===== config.mk =====
export PLATFORM = sky130hd
export DESIGN_NAME = bus_cycle_sequencer
export DESIGN_NICKNAME = d
export VERILOG_FILES = /design/src/rtl/cpu_bus_pkg.sv /design/src/rtl/bus_cycle_sequencer.sv
export SDC_FILE = /design/constraint.sdc
export NUM_CORES = 1
export LEC_CHECK = 0
export ABC_CLOCK_PERIOD_IN_PS = 2100
export CORE_MARGIN = 1
export CORE_UTILIZATION = 30
export CTS_BUF_LIST = sky130_fd_sc_hd__clkbuf_8
export CTS_CLUSTER_DIAMETER = 50
export DETAILED_ROUTE_END_ITERATION = 6
export GPL_TIMING_DRIVEN = 1
export PLACE_DENSITY = 0.56
export SLEW_MARGIN = 15
export SYNTH_ARGS = -nofsm -noshare
export SYNTH_HDL_FRONTEND = slang
export SYNTH_SLANG_ARGS = --single-unit

===== constraint.sdc =====
create_clock -name fclk -period 2.1 [get_ports fclk]
set_input_delay 0.21 -clock fclk [delete_from_list [all_inputs] [get_ports fclk]]
set_output_delay 0.21 -clock fclk [all_outputs]
set_load 0.1 [all_outputs]

===== src/rtl/cpu_bus_pkg.sv =====
// cpu_bus_pkg
// Shared definitions for the 65C02 bus cycle sequencer:
//   - bus_state_t : sequencer states
//   - Q_LAUNCH    : phase step on which bus cycles launch and complete
//   - Q_DRIVE     : phase step on which write data starts driving the bus
//   - default address / data / wait-counter widths
package cpu_bus_pkg;

    localparam int ADDR_W_DEF = 16;
    localparam int DATA_W_DEF = 8;
    localparam int WAIT_W_DEF = 8;

    // q value seen on the boundary edge (end of phi2)
    localparam logic [1:0] Q_LAUNCH = 2'b11;
    // q value on the edge just before phi2 rises
    localparam logic [1:0] Q_DRIVE  = 2'b01;

    typedef enum logic [1:0] {
        ST_IDLE   = 2'b00,
        ST_ACTIVE = 2'b01,
        ST_STALL  = 2'b10
    } bus_state_t;

endpackage : cpu_bus_pkg


===== src/rtl/bus_cycle_sequencer.sv =====
// bus_cycle_sequencer
// Runs 65C02 external bus cycles paced by the q/p phase outputs of the
// timing generator. A bus cycle is four fclk long. It launches on the edge
// where q==3 and completes on the next q==3 edge. RDY low on that edge
// stretches it by another four fclk.
// Ports:
//   fclk, resb                       clock, async active-low reset
//   q, p                             phase step and phi2 level from the timing generator
//   req, req_we, req_addr,
//   req_wdata, req_sync              core access request, held until ack
//   ack, rvalid, rdata               request consumed / read data strobe and data
//   a, rwb, sync, d_out, d_oe        bus pins toward the outside world
//   rdy, d_in                        RDY pin and data bus input
//   busy, wait_cnt, phase_err        status: cycle running, wait states, phase fault
module bus_cycle_sequencer
    import cpu_bus_pkg::*;
#(
    parameter int ADDR_W = ADDR_W_DEF,
    parameter int DATA_W = DATA_W_DEF,
    parameter int WAIT_W = WAIT_W_DEF
) (
    input  logic              fclk,
    input  logic              resb,
    input  logic [1:0]        q,
    input  logic              p,
    input  logic              req,
    input  logic              req_we,
    input  logic [ADDR_W-1:0] req_addr,
    input  logic [DATA_W-1:0] req_wdata,
    input  logic              req_sync,
    output logic              ack,
    output logic              rvalid,
    output logic [DATA_W-1:0] rdata,
    output logic [ADDR_W-1:0] a,
    output logic              rwb,
    output logic              sync,
    output logic [DATA_W-1:0] d_out,
    output logic              d_oe,
    input  logic              rdy,
    input  logic [DATA_W-1:0] d_in,
    output logic              busy,
    output logic [WAIT_W-1:0] wait_cnt,
    output logic              phase_err
);

    localparam logic [WAIT_W-1:0] WAIT_MAX = {WAIT_W{1'b1}};

    bus_state_t        state_r;
    logic              ack_r;
    logic              rvalid_r;
    logic [DATA_W-1:0] rdata_r;
    logic [ADDR_W-1:0] a_r;
    logic              rwb_r;
    logic              sync_r;
    logic [DATA_W-1:0] d_out_r;
    logic              d_oe_r;
    logic [WAIT_W-1:0] wait_cnt_r;
    logic              phase_err_r;

    logic boundary_s;
    logic drive_s;
    logic launch_s;

    // Phase decode and launch condition: a new access is taken on a boundary
    // edge either from idle or on the same edge the current access completes.
    always_comb begin
        boundary_s = (q == Q_LAUNCH);
        drive_s    = (q == Q_DRIVE);
        launch_s   = boundary_s && req && ((state_r == ST_IDLE) || rdy);
    end

    // Bus cycle state machine with all bus and handshake outputs registered.
    always_ff @(posedge fclk or negedge resb) begin
        if (!resb) begin
            state_r     <= ST_IDLE;
            ack_r       <= 1'b0;
            rvalid_r    <= 1'b0;
            rdata_r     <= {DATA_W{1'b0}};
            a_r         <= {ADDR_W{1'b0}};
            rwb_r       <= 1'b1;
            sync_r      <= 1'b0;
            d_out_r     <= {DATA_W{1'b0}};
            d_oe_r      <= 1'b0;
            wait_cnt_r  <= {WAIT_W{1'b0}};
            phase_err_r <= 1'b0;
        end else begin
            ack_r    <= 1'b0;
            rvalid_r <= 1'b0;

            // phi2 must be high exactly on the upper two phase steps
            if (p != q[1]) begin
                phase_err_r <= 1'b1;
            end

            case (state_r)
                ST_IDLE: begin
                    if (boundary_s && !req) begin
                        rwb_r  <= 1'b1;
                        sync_r <= 1'b0;
                    end
                end
                ST_ACTIVE, ST_STALL: begin
                    // Only the first (unstretched) bus cycle raises d_oe;
                    // during a stall it is simply held.
                    if ((state_r == ST_ACTIVE) && drive_s && !rwb_r) begin
                        d_oe_r <= 1'b1;
                    end
                    if (boundary_s) begin
                        if (rdy) begin
                            if (rwb_r) begin
                                rdata_r  <= d_in;
                                rvalid_r <= 1'b1;
                            end
                            d_oe_r <= 1'b0;
                            if (!req) begin
                                state_r <= ST_IDLE;
                                rwb_r   <= 1'b1;
                                sync_r  <= 1'b0;
                            end
                        end else begin
                            state_r <= ST_STALL;
                            if (wait_cnt_r != WAIT_MAX) begin
                                wait_cnt_r <= wait_cnt_r + 1'b1;
                            end
                        end
                    end
                end
                default: begin
                    state_r <= ST_IDLE;
                end
            endcase

            // Launch overrides the completion defaults above so that a
            // back-to-back access begins on the completing edge.
            if (launch_s) begin
                a_r        <= req_addr;
                rwb_r      <= ~req_we;
                sync_r     <= req_sync;
                d_out_r    <= req_wdata;
                ack_r      <= 1'b1;
                wait_cnt_r <= {WAIT_W{1'b0}};
                state_r    <= ST_ACTIVE;
            end
        end
    end

    assign ack       = ack_r;
    assign rvalid    = rvalid_r;
    assign rdata     = rdata_r;
    assign a         = a_r;
    assign rwb       = rwb_r;
    assign sync      = sync_r;
    assign d_out     = d_out_r;
    assign d_oe      = d_oe_r;
    assign busy      = (state_r != ST_IDLE);
    assign wait_cnt  = wait_cnt_r;
    assign phase_err = phase_err_r;

endmodule : bus_cycle_sequencer


# After elaboration in Yosys (flattened, before gate mapping)
# Index checks and enable logic that the tools add are counted.
[totals] elab_cells=75 output_inout_bits=47 inputBits=41 register_bits=48
[op_classes] bitwise=1 n_eq_ne=13 n_addsub=1 reduce_logical=19 mux=30
[op_table] op="8-bit two-way mux" n=5
[op_table] op="1-bit two-way mux" n=18
[op_table] op="3-bit inequality test, second input constant" n=3
[op_table] op="8-bit by 1-bit adder with 8-bit output, second input constant" n=1
[op_table] op="2-bit two-way mux" n=4
[op_table] op="8-bit inequality test, second input constant" n=1
[op_table] op="4-bit AND reduction" n=2
[op_table] op="2-bit nonzero test" n=4
[op_table] op="1-bit logical AND" n=5
[op_table] op="5-bit AND reduction" n=1
[op_table] op="2-bit by 1-bit == test with 1-bit output, second input constant" n=2
[op_table] op="2-bit == test, second input constant" n=2
[op_table] op="4-bit inequality test, second input constant" n=1
[op_table] op="1-bit one-hot mux with 2 select lines" n=2
[op_table] op="2-bit one-hot mux with 2 select lines" n=1
[op_table] op="3-bit by 2-bit inequality test with 1-bit output, second input constant" n=1
[op_table] op="3-bit AND reduction" n=1
[op_table] op="3-bit nonzero test" n=1
[op_table] op="1-bit zero test" n=2
[op_table] op="2-bit zero test" n=1
[op_table] op="2-bit by 1-bit inequality test with 1-bit output, second input constant" n=1
[op_table] op="2-bit inequality test, second input constant" n=1
[op_table] op="2-bit OR reduction" n=1
[op_table] op="1-bit logical OR" n=1
[op_table] op="other kinds (2)" n=2

# Logic depth before layout (Yosys ltp)
[logic_depth] depth_word=6 ltp_mapped=8 mapped_depth_nobuf=6

# Least setup slack after synthesis
# OpenSTA, ideal clock, no wires.
[synth_timing] path_type="reg2reg" startpoint="register wait_cnt_r[0], in the netlist wait_cnt[0]" endpoint="register wait_cnt_r[5], in the netlist wait_cnt[5]" synth_period_minus_slack_ns=2.171 slack_ns=-0.071 setup_ns=0.078 t_arrival_ns=2.093 stages_incl_launch_ff=6 path_cell_list="dfrtp_1 -> ha_1 -> nand3_1 -> o211ai_4 -> or4_1 -> a21oi_1"
[synth_via] elab_chain_len=6
[synth_rtl] element="from (decl)" line="bus_cycle_sequencer.sv:57" text="logic [WAIT_W-1:0] wait_cnt_r;"
[synth_rtl] element="from (signal assigned)" line="bus_cycle_sequencer.sv:84" text="wait_cnt_r <= {WAIT_W{1'b0}};"
[synth_rtl] element="from (signal assigned)" line="bus_cycle_sequencer.sv:123" text="wait_cnt_r <= wait_cnt_r + 1'b1;"
[synth_rtl] element="from (signal assigned)" line="bus_cycle_sequencer.sv:141" text="wait_cnt_r <= {WAIT_W{1'b0}};"
[synth_rtl] element="8-bit by 1-bit adder with 8-bit output" line="bus_cycle_sequencer.sv:123"
[synth_rtl] element="8-bit two-way mux" line="bus_cycle_sequencer.sv:122" text="if (wait_cnt_r != WAIT_MAX) begin"
[synth_rtl] element="8-bit two-way mux" line="bus_cycle_sequencer.sv:109" text="if (rdy) begin"
[synth_rtl] element="8-bit two-way mux" line="bus_cycle_sequencer.sv:108" text="if (boundary_s) begin"
[synth_rtl] element="8-bit two-way mux" line="bus_cycle_sequencer.sv:95" text="case (state_r)"
[synth_rtl] element="8-bit two-way mux" line="bus_cycle_sequencer.sv:135" text="if (launch_s) begin"
# Parallel ways exist; a longest one is shown, timed or not. The select of a mux whose other input is x is not followed.
# A chain may end at the register's enable or synchronous reset.

# Final worst setup path
[layout_timing] startpoint="register state_r[0]" endpoint="register rdata_r[4], in the netlist rdata[4]"
[layout_via] elab_chain_len=3
[layout_rtl] element="from (decl)" line="bus_cycle_sequencer.sv:48" text="bus_state_t state_r;"
[layout_rtl] element="from (signal assigned)" line="bus_cycle_sequencer.sv:75" text="state_r <= ST_IDLE;"
[layout_rtl] element="from (signal assigned)" line="bus_cycle_sequencer.sv:116" text="state_r <= ST_IDLE;"
[layout_rtl] element="from (signal assigned)" line="bus_cycle_sequencer.sv:121" text="state_r <= ST_STALL;"
[layout_rtl] element="2-bit by 1-bit == test with 1-bit output / 2-bit == test (equally long branches)" line="bus_cycle_sequencer.sv:95"
[layout_rtl] element="2-bit OR reduction *" line="bus_cycle_sequencer.sv:95"
[layout_rtl] element="4-bit AND reduction (no line) *"
[layout_rtl] element="to (signal assigned)" line="bus_cycle_sequencer.sv:78" text="rdata_r <= {DATA_W{1'b0}};"
[layout_rtl] element="to (signal assigned)" line="bus_cycle_sequencer.sv:111" text="rdata_r <= d_in;"
[layout_rtl] element="to (decl)" line="bus_cycle_sequencer.sv:51" text="logic [DATA_W-1:0] rdata_r;"
# Every way passes the cells marked *; elsewhere a longest branch is shown, timed or not.

==> summary.txt <==
Status
  • Run status: finished clean

Critical path
  • Path type of the worst setup path: flip-flop to flip-flop
  • Highest net fanout along the worst path: 9
  • Number of buffer and inverter stages on the critical path: 3
  • CP max stage delay: 0.36 ns
  • CP startpoint kind: flip-flop
  • Crit path cell chain: inv_1 -> ha_1 -> and3_1 -> buf_4 -> nand3_1 -> buf_4 -> mux2_2
  • Worst endpoint required time: 2.28 ns
  • Dominant delay contributor by cell family on the critical path: buffers and inverters
  • Crit path arrival time: 1.99 ns
  • Kind of end point of the critical path: flip-flop
  • Dominant cell type by count on the critical path: buf_4
  • Standard cell with the maximum stage delay on the critical path: dfrtp_1

Logic synthesis
  • Post-Synthesis Cell Area: 2050 µm²
  • Async set-or-reset flop fraction in the synthesized netlist: between 90% and 100%
  • Commonest cells in the netlist: 76 x nand2_1, 47 x dfrtp_1, 8 x a21oi_1, 8 x mux2_2, 6 x nor2_1
  • Number of flops mapped to enable cells by yosys: 0
  • Number of register bits inferred by synthesis: 48
  • Post-synth top area share: 57.5%
  • Mean instance size in the synthesized netlist: 9.93 µm²
  • Count of different cell masters after synthesis: 36
  • Portion of the post-synthesis area used by sequential elements: a little under 60%
  • Top area cells in the synthesized netlist: dfrtp_1 57%, nand2_1 14%, mux2_2 4.4%, a21oi_1 2.0%, ha_1 1.8%
  • Cell taking the most area after synthesis: dfrtp_1
  • Gate count of the mapped netlist: 206
  • Most used standard cell by instance count after synthesis: nand2_1
  • Number of nets in the synthesized netlist: 250
  • Leading register cell type out of synthesis: dfrtp_1
  • Yosys warning total: 0

STA
  • Max Clock Freq: 0.552 GHz
  • Worst slew margin: 76.1%
  • RSZ-0062 raised after global routing: no
  • Final period utilization: 86.3%
  • Sum of negative setup slack: 0 ns
  • Count of endpoints failing hold in the final timing report: 0
  • Worst-case clock skew: 0.00652 ns
  • Pin slew with the least headroom to its limit: 0.349 ns
  • Final setup violation count: 0
  • Post-route minimum period: 1.81 ns
  • Slew Limit Fails: 0

Drt
  • Wirelength per Cell: roughly 13 µm
  • Via count: 1790
  • Drt drc: 0
  • Via-to-Cell Ratio: 4.70
  • Pre-antenna DRT Iters: 6
  • WL final: 4.98 mm
  • Post-route ant nets: 0
  • 1st-iter DRT viols: 95

GRT
  • Remaining global-route overflow: 0
  • Global routing met1 resource utilization: 18.5%
  • Vias in the first global route: 1784
  • Antenna violations before repair: 0
  • Met2 usage in global routing: 22.9%
  • Maximum number of pins on one net before global-route repair: 31
  • GRT Max-Usage Layer: met2
  • Met3 Track Usage GR: 5.31%
  • GRT Resource Usage Total: 14.5%
  • First-pass GRT wire length: ~8 mm

Floorplan
  • Overall die width: 84.6 µm
  • Placeable core area: 6460 µm²
  • Floorplan die area: between 7000 and 8000 µm²
  • Starting utilization of the core area: 31.7%
  • Die Span Y: about 85 µm
  • Placement Rows: 29
  • I/O pin count: 88

Layout
  • Number of antenna repair diodes: 0
  • Share of post-route cells with drive strength above 1: 26.6%
  • Growth of design area from synthesis to finish: 50.7%
  • Share of the core filled with cells in the final layout: 47.7%
  • Final cell count without fillers: 381
  • Number of nets in the layout: 347

Clocking
  • CTS root buf: clkbuf_8
  • Clock net sink count: 48
  • Clock-pin slew of the registers on the worst-case setup and hold paths: 0.09 ns
  • Post-CTS setup buffer count: 0
  • # H-tree levels: 2
  • Inserted Clock Buffers: 5
  • CTS resizes: 0
  • TritonCTS clock tree: done
  • CTS max path bufs: 2
  • Clock insertion delay at the later pin of the skew report: 0.30 ns

Placement
  • Placed cell count: 372
  • Number of port buffers: 87
  • Final weighted congestion in routability-driven placement: 0.751
  • HPWL Detailed: approximately 3.5 mm

Min path
  • Min-Delay Path Class: input pin to asynchronous set/reset pin

Run
  • Total of max-cap violations: 0
worst paths after layout:
path                         startpoint        end  slack, ns  cells past startpoint
setup / recovery             state_r[0]   rdata[4]       0.29                      7
hold / removal                     resb      a[15]       0.42                      3
setup reg to reg             state_r[0]   rdata[4]       0.29                      7
hold reg to reg               phase_err  phase_err       0.47                      1
max in group asynchronous          resb        rwb       1.34                      3
min in group fclk          req_wdata[0]   d_out[0]       0.43                      3
final cells by class:
type,instances,area (µm²)
fill,638,3380
clock inverter,2,38.8
timing repair buffer,98,846
inverter,6,22.5
tap,77,96.3
sequential,48,1200
clock buffer,6,82.6
multi-input combinational,144,792
logic make-up after synthesis:
logic type / synth area share, %
and+or+nand+nor: 22.3
DFF: 58.8
AOI/OAI and AO/OA: 8.13
buffers and inverters: 2.81
muxes: 4.89
xor gates and xnor gates: 1.28
adders and majority gates: 1.84
cell usage in the layout, fill, tap and decap left out, types with 2 or more instances in the layout:
master and count:
a21oi_1 8, a31oi_1 2, and3_1 3, buf_4 56, clkbuf_8 6, clkdlybuf4s50_1 39
dfrtp_1 45, dfrtp_2 2, ha_1 3, inv_1 5, mux2_2 8, nand2_1 76
nand2b_1 3, nand3_1 5, nand4_1 3, nor2_1 6, nor3_1 2, o21ai_0 4
o31ai_1 2, or4_1 3, xor2_1 2
metrics by stage:
stage,instance area (µm²),setup slack [ns],hold slack [ns]
floorplan,2050,0.0268,-0.0856
global placement,2950,0.243,0.219
detailed placement,2950,0.241,0.214
CTS,3080,0.268,0.400
global route,3080,0.196,0.420
finish,3080,0.289,0.415
sequential cells by signal (all words and copies together) (netlist names):
| signal | flops |
|---|---|
| d_out | 8 |
| d_oe | 1 |
| sync | 1 |
| wait_cnt | 8 |
| ack | 1 |
| a | 16 |
| state_r | 2 |
| rwb | 1 |
| phase_err | 1 |
| rdata | 8 |
| rvalid | 1 |
metal layers:
| layer | up-vias | part of all wire, % |
|---|---|---|
| met5 | - | 0 |
| met4 | 0 | 0.60 |
| met3 | 5 | 9.2 |
| met2 | 74 | 43 |
| met1 | 826 | 47 |
| li1 | 885 | - |
worst register-to-register path: stages (launching register included):
cell and delay (ns):
dfrtp_1 0.36, inv_1 0.06, ha_1 0.30, and3_1 0.22
buf_4 0.15, nand3_1 0.08, buf_4 0.18, mux2_2 0.34
what timing repair did:
action                     CTS  global route
hold buffers                 1             0
setup endpoints to repair    0             0
hold endpoints to repair    47             0
Power is not shown: default switching activity piles up to over one toggle a cycle in this logic, so the estimate is an artifact.
